===== src/rtl/uop_inertial_filter.sv =====
// rtl/uop_inertial_filter.sv - multi-channel clocked inertial delay / deglitch filter
// Each channel commits a new level only after it persists for the rise or fall delay.
module uop_inertial_filter #(
  parameter int WIDTH       = 4,
  parameter int RISE_DLY    = 3,
  parameter int FALL_DLY    = 5,
  parameter int SYNC_STAGES = 2,
  parameter bit INVERT      = 1'b0,
  parameter bit INIT        = 1'b0
) (
  input  logic             clk,
  input  logic             n_reset,
  input  logic [WIDTH-1:0] x,
  output logic [WIDTH-1:0] y,
  output logic [WIDTH-1:0] busy,
  output logic [WIDTH-1:0] glitch
);

  if (WIDTH < 1) begin : g_bad_width
    $fatal(1, "uop_inertial_filter: WIDTH must be at least 1");
  end
  if (RISE_DLY < 1 || RISE_DLY > 255) begin : g_bad_rise
    $fatal(1, "uop_inertial_filter: RISE_DLY must be in 1..255");
  end
  if (FALL_DLY < 1 || FALL_DLY > 255) begin : g_bad_fall
    $fatal(1, "uop_inertial_filter: FALL_DLY must be in 1..255");
  end
  if (SYNC_STAGES < 0 || SYNC_STAGES > 3) begin : g_bad_sync
    $fatal(1, "uop_inertial_filter: SYNC_STAGES must be in 0..3");
  end

  // Sync flops reset to the level that matches INIT, so nothing is pending after release.
  localparam logic [WIDTH-1:0] SYNC_INIT = {WIDTH{INIT ^ INVERT}};
  localparam logic [7:0]       RISE_LAST = 8'(RISE_DLY - 1);
  localparam logic [7:0]       FALL_LAST = 8'(FALL_DLY - 1);

  logic [WIDTH-1:0] x_s;
  logic [WIDTH-1:0] t;
  logic [7:0]       cnt [WIDTH];

  if (SYNC_STAGES == 0) begin : g_nosync
    assign x_s = x;
  end else begin : g_sync
    logic [WIDTH-1:0] stage [SYNC_STAGES];

    always_ff @(posedge clk or negedge n_reset) begin
      if (!n_reset) begin
        for (int s = 0; s < SYNC_STAGES; s++) stage[s] <= SYNC_INIT;
      end else begin
        stage[0] <= x;
        for (int s = 1; s < SYNC_STAGES; s++) stage[s] <= stage[s-1];
      end
    end

    assign x_s = stage[SYNC_STAGES-1];
  end

  assign t = x_s ^ {WIDTH{INVERT}};

  // The delay is chosen by the committed level, so a pending rise always uses RISE_DLY.
  always_ff @(posedge clk or negedge n_reset) begin
    if (!n_reset) begin
      y      <= {WIDTH{INIT}};
      glitch <= '0;
      for (int i = 0; i < WIDTH; i++) cnt[i] <= 8'd0;
    end else begin
      for (int i = 0; i < WIDTH; i++) begin
        glitch[i] <= 1'b0;
        if (t[i] != y[i]) begin
          if (cnt[i] == (y[i] ? FALL_LAST : RISE_LAST)) begin
            y[i]   <= t[i];
            cnt[i] <= 8'd0;
          end else begin
            cnt[i] <= cnt[i] + 8'd1;
          end
        end else if (cnt[i] != 8'd0) begin
          cnt[i]    <= 8'd0;
          glitch[i] <= 1'b1;
        end
      end
    end
  end

  always_comb begin
    busy = '0;
    for (int i = 0; i < WIDTH; i++) busy[i] = (cnt[i] != 8'd0);
  end

endmodule

===== config.mk =====
export PLATFORM = sky130hd
export DESIGN_NAME = uop_inertial_filter
export DESIGN_NICKNAME = d
export VERILOG_FILES = /design/src/rtl/uop_inertial_filter.sv
export SDC_FILE = /design/constraint.sdc
export NUM_CORES = 1
export LEC_CHECK = 0
export ABC_AREA = 1
export BUFFER_PORTS_ARGS = -buffer_cell sky130_fd_sc_hd__buf_2
export CORE_ASPECT_RATIO = 1.5
export CORE_MARGIN = 4
export CORE_UTILIZATION = 45
export CTS_CLUSTER_DIAMETER = 120
export DETAILED_ROUTE_END_ITERATION = 7
export HOLD_SLACK_MARGIN = 0.15
export PLACE_DENSITY_LB_ADDON = 0.25
export SLEW_MARGIN = 20
export SYNTH_ARGS = -nofsm -noshare
export SYNTH_HDL_FRONTEND = slang
export SYNTH_SLANG_ARGS = --single-unit
export TNS_END_PERCENT = 1

===== constraint.sdc =====
create_clock -name clk -period 2.1 [get_ports clk]
set_clock_uncertainty 0.2 [all_clocks]
set_input_delay 0.315 -clock clk [delete_from_list [all_inputs] [get_ports clk]]
set_output_delay 0.315 -clock clk [all_outputs]
set_load 0.03 [all_outputs]

Yosys cells after proc, flatten, opt, wreduce, memory -nomap -nowiden
Index checks and enable logic that the tools add are counted.
W data, S select, Z words.
Cells by class
  add/subtract/negate cells: 4
  mux-type cells: 24
  reductions and logical operators: 12
  equal/unequal tests: 8
Operator list (count)
  $mux W8: 12
  $add A8 B1 Y8 const B: 4
  $eq A8 B3 Y1: 4
  $reduce_bool A8 Y1: 4
  $mux W3: 4
  $mux W1: 8
  $reduce_and A2 Y1: 4
  $reduce_bool A2 Y1: 4
  $ne A1 B1 Y1: 4
Storage, ports and cells
  bits of input ports: 6
  bits in registers: 48
  output and inout bits: 12

Depth between registers and ports, before layout
Gate-level depths: netlist of run 1.
  depth in word-level cells: 4
  mapped depth: 7
  gate-level depth less buffers: 7

Worst setup path before layout of run 1
Ideal clock, no wire load.
  path kind: flip-flop to output port
  start point: register cnt[0] (netlist bit)
  end point: output port busy[3]
  data required time: 1.585 ns
  path buffers: 0
  slack: 0.532 ns
  stages on the path, launching flop included: 6
  arrival: 1.053 ns
  cells stage by stage: dfrtp_1 -> inv_1 -> ha_1 -> nand3_1 -> nor2_1 -> inv_1
On the way
  longest elaborated chain between the ends: 1
RTL lines
  start: declaration: line 39  | logic [7:0] cnt [WIDTH];
  start signal: indexed assignment: line 74  | cnt[i] <= cnt[i] + 8'd1;
  $reduce_bool A8 Y1: line 86  | for (int i = 0; i < WIDTH; i++) busy[i] = (cnt[i] != 8'd0);
  end: declaration: line 15  | output logic [WIDTH-1:0] busy,
No other way between the ends.

Final worst setup path of run 1
  start point: register cnt[17] (netlist bit)
  end point: output port busy[1]
The elaborated chain is that of the path after synthesis.

==> reports/qor.yml, run 1 <==
firstDrtPassIters: 4
endpoint_kind: "output port"
cts_buffers: 5
area_growth_pct: 14.7
worstSkewPairLatency_ns: 0.29
grt_usage_pct: 15.0
yosysSeqAreaShare_pct: 50.2
htree_levels: 2
critical_path_peak_fanout: 5
postRouteAntennaNets: 0
hp-start: "g_sync.stage[6]"
yosysWarnings: 0
clock_sinks: 48
clock_path_buffers: 2
max_cap_viol_count: 0
row_count: 32
synth_area_um2: 2390
drtIter0Drc: 76
hold_depth: 0
grt_pass1_wl_um: 7600
die_y_um: 97.3
overflow: 0
vias: 1790
stdcell_count: 386
synth_nets: 302
ys_ff_latch: 48
status: "completed"
grt_start_max_net_pins: 49
peakVddDrop_mv: 0.759
place_congestion: 0.861
tightest_slew_ns: 0.282
hold_ws_ns: 0.156
rr_startpoint: "cnt[8]"
hold_viol: 0
initial_utilization_pct: 46.3
rsz0062_at_grt: "no"
timing.fmax_mhz: 507
place_area_um2: 2580
antenna_cells: 0
worst-setup-path-type: "reg -> out"
crit_required_ns: 1.58
hold_end: "t[2]"
drc_errors: 0
r2r_cells: 5
finalSetupTns_ns: 0
fin_crit_sh_pct: 94.0
final_area_um2: 2740
ios: 18
port_buffers: 17
tritoncts: "done"
coreArea_um2: 5160
num-nets-final: 332
worst_setup_path_start_kind: "flop"
post_drt_wl_per_cell_um: 10.8
root_buffer: "clkbuf_8"
power_density_nw_per_um2: 1150
slew_headroom_pct: 81.2
reg2reg_slack_ns: 0.68
r2r_end: "cnt[14]"
synth_cell_types: 19
hpwl_um: 3090
clk_pin_slew_ns: 0.08
die_width_um: 67.5
avgSynthCellArea_um2: 8.30
post-place-cells: 374
p_leak_nw: 1.39
final_max_slew_viol_count: 0
final-setup-viol-count: 0
fin_crit_ns: 1.97
cp.arrival_ns: 1.46
fp.dieArea_um2: 6570
report.power.total_mw: 3.17
synthCells: 288
drive_above_1_share_pct: 12.6
antenna_found_initial: 0
vias_per_cell: 4.64
hold_class: "reg -> reg"
routed_wl_um: 4180
grt_pass1_vias: 1814
metal layers:
metal / GRT usage [%] / vias to the layer above / part of all wire (%)
met5: 0 / - / 0
met2: 24.9 / 28 / 51
li1: - / 941 / -
met3: 3.82 / 6 / 3.8
met1: 17.4 / 815 / 43
met4: 7.03 / 0 / 2.3
what timing repair did:
action | 4_1_cts | 5_1_grt
endpoints found under the hold margin | 52 | 0
hold buffers | 5 | 0
resized for setup | 0 | 4
setup buffers | 0 | 0
setup endpoints to repair | 0 | 3
how the worst max path moves through the flow:
stage | end | slack (ns) | cells after the start | startpoint
4_1_cts | busy[3] | 0.06 | 6 | cnt[0]
3_5_place_dp | busy[3] | 0.40 | 6 | cnt[0]
5_1_grt | busy[0] | 0.02 | 6 | cnt[25]
2_1_floorplan | busy[3] | 0.53 | 5 | cnt[0]
3_3_place_gp | busy[3] | 0.43 | 6 | cnt[0]
6_report | busy[1] | 0.13 | 6 | cnt[17]
cells in the final DEF, fill, tap and decap left out, drive strengths merged:
master	instances
inv	38
o21bai	1
nor3b	2
dlygate4sd3	5
nand3	38
nor2	53
nand3b	2
buf	19
o21ai	3
xor2	11
a21oi	2
nand4	2
nand2	72
ha	8
dfrtp	48
clkbuf	7
xnor2	7
stage by stage:
stage | setup WS, ns | utilization (%)
after floorplan | 0.532 | -
after global placement | 0.432 | 50.0
after detailed placement | 0.402 | 50.0
after CTS | 0.0572 | 52.9
after global routing | 0.0160 | 53.1
final | 0.127 | 53.1
area by class of cell:
cell class	count	area, um2
inverter	38	143
clock buffer	7	96.3
sequential	48	1200
timing repair buffer	24	163
multi-input combinational	201	1050
fill	496	2420
tap	68	85.1
registers in the layout, indices dropped and copies added (netlist names):
signal and flops:
cnt 32, t 4, y 4, g_sync.stage 4
glitch 4
kinds of logic (layout without fill, tap and decap cells):
kind of cell / count (synthesis) / in the layout / synth area share (%)
xor gates and xnor gates: 18 / 18 / 7.85
AOI/OAI and AO/OA: 6 / 6 / 1.36
DFF: 48 / 48 / 50.2
buffers and inverters: 39 / 69 / 6.17
adders and majority gates: 8 / 8 / 4.19
and+or+nand+nor: 169 / 169 / 30.2
cell usage after synthesis, drive strengths merged:
library cell | n | area share (%)
nand2 | 72 | 11
nor2 | 53 | 8.5
dfrtp | 48 | 50
inv | 38 | 6.0
nand3 | 38 | 8.2
xor2 | 11 | 5.3
ha | 8 | 4.2
xnor2 | 7 | 2.6
o21ai | 3 | 0.63
a21oi | 2 | 0.42
nand3b | 2 | 0.63
nand4 | 2 | 0.52
nor3b | 2 | 1.0
buf | 1 | 0.21
o21bai | 1 | 0.31
worst max-delay path, stage by stage (launching register included):
cell     delay, ns
dfrtp_1       0.43
inv_1         0.11
ha_1          0.15
nand3_1       0.09
nor2_2        0.17
inv_1         0.05
buf_2         0.17
where the power goes:
group / total (mW) / switching, mW / leakage (nW) / internal, mW
clock: 0.578 / 0.285 / 0.0503 / 0.293
combinational: 1.30 / 0.861 / 0.709 / 0.442
sequential: 1.29 / 0.192 / 0.631 / 1.09
(Power assumes the default switching activity.)
==> run 2, diff against run 1 <==
Settings changed: CELL_PAD_IN_SITES_DETAIL_PLACEMENT set to 0, CELL_PAD_IN_SITES_GLOBAL_PLACEMENT set to 1, CORE_MARGIN 4 to 1.5.
==> reports/qor.yml, run 2 (synthesized netlist as in run 1, its figures left out) <==
port_buffers: 17
vias: 1825
hold_class: "reg -> reg"
utilization_pct: 54.1
hpwl_um: 3080
path_cells: "inv_1 > ha_1 > nand3_1 > nor2_4 > inv_1 > buf_2"
timing.fmax_mhz: 505
root_buffer: "clkbuf_8"
hold_ws_ns: 0.155
post_drt_wl_per_cell_um: 11.0
slowest_stage: "dfrtp_1"
firstDrtPassIters: 4
worst-setup-path-type: "reg -> out"
cp.arrival_ns: 1.47
largest_reg_flops: 32
place_area_um2: 2580
ios: 18
endpoint_kind: "output port"
power_density_nw_per_um2: 1200
p_sw_share_pct: 41.0
cts_setup_buffers: 0
tritoncts: "done"
n_fill_cell: 507
p_switching_mw: 1.36
regMostFlops: "cnt"
max_cap_viol_count: 0
crit_top_cell: "inv_1"
postRouteAntennaNets: 0
grt_pass1_wl_um: 7850
finalSetupTns_ns: 0
drtIter0Drc: 44
grt_usage_pct: 17.1
worstSkewPairLatency_ns: 0.30
tightest_slew_ns: 0.275
fin_crit_ns: 1.98
fp.dieArea_um2: 5770
peakVddDrop_mv: 0.684
routed_wl_um: 4260
layout_common_cells: "nand2_1 (72), nor2_1 (48), dfrtp_1 (48)"
vias_per_cell: 4.72
fin_crit_sh_pct: 94.4
cp.buffers_inverters: 3
drive_above_1_share_pct: 12.9
clk_pin_slew_ns: 0.09
crit_required_ns: 1.58
place_congestion: 0.774
slew_headroom_pct: 81.6
status: "completed"
comb_power_share_pct: 39.6
setup_ws_ns: 0.118
area_growth_pct: 16.0
cp_top_family: "flip-flops"
final-setup-viol-count: 0
final_max_slew_viol_count: 0
seq_power_share_pct: 39.0
critical_path_peak_fanout: 5
num-nets-final: 332
htree_levels: 2
clock_path_buffers: 2
die_width_um: 62.5
power.share.clock_pct: 21.5
initial_utilization_pct: 46.7
p_leak_nw: 1.40
clock_sinks: 48
post-place-ws_ns: 0.407
drc_errors: 0
grt_start_max_net_pins: 49
p_int_mw: 1.96
max_stage_delay_ns: 0.43
antenna_cells: 0
overflow: 0
grt_pass1_vias: 1835
die_y_um: 92.3
coreArea_um2: 5120
worst_setup_path_start_kind: "flop"
layout_commonest_cell: "nand2_1"
hold_viol: 0
antenna_found_initial: 0
final_area_um2: 2770
cts_buffers: 5
row_count: 32
[run 2: cell types whose count changed in the layout (fill, tap and decap cells not counted)]
cell,change
bufinv_16,+1
[run 2: area by class of cell]
class                           count  area [um2]  area share (%)
Tap cell                           68        85.1            3.07
Sequential cell                    48        1200            43.3
Multi-Input combinational cell    201        1050            38.0
Inverter                           38         143            5.14
Clock buffer                        7        96.3            3.47
Clock inverter                      1        30.0            1.08
Timing Repair Buffer               24         163            5.87
[run 2: path summary, 6_finish.rpt]
check	from	slack, ns	cells after the start	end
worst max-delay path	cnt[24]	0.12	6	busy[0]
worst min-delay path	g_sync.stage[7]	0.16	0	t[3]
worst max register to register	cnt[24]	0.67	5	cnt[30]
worst min register to register	g_sync.stage[7]	0.16	0	t[3]
max in group asynchronous	n_reset	1.15	3	cnt[19]
min in group asynchronous	n_reset	0.31	3	cnt[6]
[run 2: power by group through the flow]
stage	sequential, mW	combinational [mW]	clock (mW)
final	1.29	1.31	0.712
after global routing	1.32	1.50	0.780
after CTS	1.29	1.30	0.739
after detailed placement	1.31	1.29	0
after global placement	1.31	1.28	0
after floorplan	1.41	0.824	0
[run 2: per-stage QoR]
step	cells	power, mW
final	387	3.32
after global routing	387	3.60
after CTS	387	3.33
after detailed placement	374	2.59
after global placement	374	2.59
after floorplan	288	2.23
[run 2: timing repair]
action                                  CTS  global route
gates resized for setup                   0             4
endpoints found under the setup margin    0             3
hold buffers                              5             0
endpoints found under the hold margin    52             0
[run 2: worst register-to-register path: stages (launching register included)]
cell     delay (ns)
dfrtp_1        0.42
ha_1           0.21
nand3_1        0.13
nor2_1         0.15
xor2_1         0.16
nor2_1         0.05
[run 2: layer usage]
layer / up-vias / global-route usage, % / wire length [um]
li1: 944 / - / -
met1: 841 / 19.5 / 1860
met2: 34 / 30.8 / 2210
met3: 6 / 3.31 / 114
met4: 0 / 7.22 / 80
met5: - / 0 / 0
==> run 3, diff against run 2 <==
Settings changed: ABC_AREA 1 to unset, TNS_END_PERCENT 1 to unset.
==> reports/qor.yml, run 3 <==
status: "finished with violations"
violations: "negative setup slack"
initial_utilization_pct: 46.4
grt_start_max_net_pins: 25
drive_above_1_share_pct: 24.8
r2r_cells: 5
synth_area_leaders: "dfrtp_1 (51%), xor2_1 (8.9%), ha_1 (4.2%)"
grt_pass1_vias: 1797
reg2reg_slack_ns: 0.01
critical_path_peak_fanout: 2
slew_headroom_pct: 68.6
routed_wl_um: 4670
ys.flop_type: "dfrtp_1"
die_y_um: 91.7
clock_path_buffers: 2
p_leak_nw: 1.39
power_density_nw_per_um2: 1210
crit_start: "cnt[14]"
fp.dieArea_um2: 5700
coreArea_um2: 5080
htree_levels: 2
final_max_slew_viol_count: 0
synth_top_family_by_area: "simple AND/OR/NAND/NOR gates"
layout_common_cells: "dfrtp_1 (48), buf_4 (27), nor2_1 (25)"
finalSetupTns_ns: -0.465
synth_top_area_cell: "dfrtp_1"
grt_pass1_wl_um: 7850
vias: 1822
vias_per_cell: 5.15
yosys.area_share.xor_xnor_pct: 10.4
setup_ws_ns: -0.144
synthCells: 232
yosysWarnings: 0
multi_input_area_um2: 1130
antenna_cells: 0
root_buffer: "clkbuf_8"
hold_depth: 0
antenna_found_initial: 0
synth_nets: 246
worstSkewPairLatency_ns: 0.30
clk_pin_slew_ns: 0.09
synth_area_um2: 2360
endpoint_kind: "output port"
rsz0062_at_grt: "yes"
ios: 18
yosys-top-cells-count: "dfrtp_1 (48), nor2_1 (25), xor2_1 (24)"
postRouteAntennaNets: 0
timing.fmax_mhz: 446
drc_errors: 0
fin_crit_sh_pct: 107
register_area_um2: 1200
final-setup-viol-count: 4
clock_sinks: 48
synth.top_cell.area_share_pct: 50.9
die_width_um: 62.1
synth_cell_types: 27
synth_edf_count: 0
fin_crit_ns: 2.24
overflow: 0
synthMuxAreaShare_pct: 0
hold_class: "reg -> reg"
synth_compound_area_share_pct: 8.32
crit_required_ns: 1.58
peakVddDrop_mv: 0.706
async_flop_share_pct: 100
rr_startpoint: "cnt[19]"
cts_buffers: 5
r2r_end: "cnt[17]"
synth.most_common_cell: "dfrtp_1"
largest_reg_flops: 32
grt_usage_pct: 17.4
yosysSeqAreaShare_pct: 50.9
hpwl_um: 3200
firstDrtPassIters: 4
ys_ff_latch: 48
worst-setup-path-type: "reg -> out"
layout_commonest_cell: "dfrtp_1"
post-place-ws_ns: 0.0769
port_buffers: 17
avgSynthCellArea_um2: 10.2
cp.arrival_ns: 1.73
synth_simple_gate_area_share_pct: 22.7
num-nets-final: 299
row_count: 32
hold_viol: 0
worst_setup_path_start_kind: "flop"
tightest_slew_ns: 0.467
place_congestion: 0.784
area_growth_pct: 25.1
post_drt_wl_per_cell_um: 13.2
max_cap_viol_count: 0
drtIter0Drc: 67
tritoncts: "done"
regMostFlops: "cnt"
n_fill_cell: 491
synthAdderAreaFrac_pct: 4.24
hold_end: "t[3]"
hp-start: "g_sync.stage[7]"
-- run 3: kinds of logic (layout without fill, tap and decap cells) --
kind of cell | count (synthesis) | in the layout
AOI/OAI and AO/OA | 29 | 29
xor gates and xnor gates | 28 | 28
adders and majority gates | 8 | 8
buffers and inverters | 22 | 76
DFF | 48 | 48
and+or+nand+nor | 97 | 97
-- run 3: power by group --
group,internal (mW),switching [mW],total [mW]
Combinational,0.750,1.00,1.75
Sequential,1.09,0.156,1.25
Clock,0.263,0.299,0.562
-- run 3: worst max-delay path: stages (launching register included) --
cell     delay (ns)
dfrtp_1        0.39
or4_4          0.54
or3_4          0.35
buf_6          0.15
-- run 3: area by class of cell --
type | instances | area share, %
Tap cell | 68 | 2.88
Inverter | 17 | 2.16
Clock inverter | 2 | 0.339
Sequential cell | 48 | 40.7
Clock buffer | 6 | 2.80
Multi-Input combinational cell | 162 | 38.2
Timing Repair Buffer | 51 | 13.0
-- run 3: worst max path at each step --
stage                    to  slack (ns)  cells after the start
finish              busy[2]       -0.14                      3
detailed placement  cnt[16]        0.08                      4
global placement     cnt[1]        0.09                      4
global route        busy[2]       -0.19                      3
CTS                 busy[2]       -0.15                      3
floorplan           busy[2]        0.12                      2
-- run 3: layer usage --
| layer | GRT usage (%) | up-vias | wire length (um) |
|---|---|---|---|
| li1 | - | 892 | - |
| met1 | 19.2 | 896 | 1990 |
| met2 | 32.3 | 26 | 2460 |
| met4 | 7.41 | 0 | 96 |
| met3 | 3.44 | 8 | 126 |
| met5 | 0 | - | 0 |
-- run 3: per-stage QoR --
stage	instances	util, %	hold WS (ns)	cell area (um2)	power [mW]
after detailed placement	331	52.2	-0.0700	2660	2.80
after CTS	353	57.5	0.151	2920	3.56
after floorplan	232	-	-0.181	2360	2.34
after global routing	354	58.1	0.158	2950	3.82
after global placement	331	52.2	-0.0758	2660	2.79
final	354	58.1	0.152	2950	3.56
-- run 3: timing repair --
action,4_1_cts,5_1_grt
hold endpoints to repair,52,0
endpoints found under the setup margin,4,25
setup buffers,8,1
pin swaps,10,14
hold buffers,6,0
resized for setup,15,6
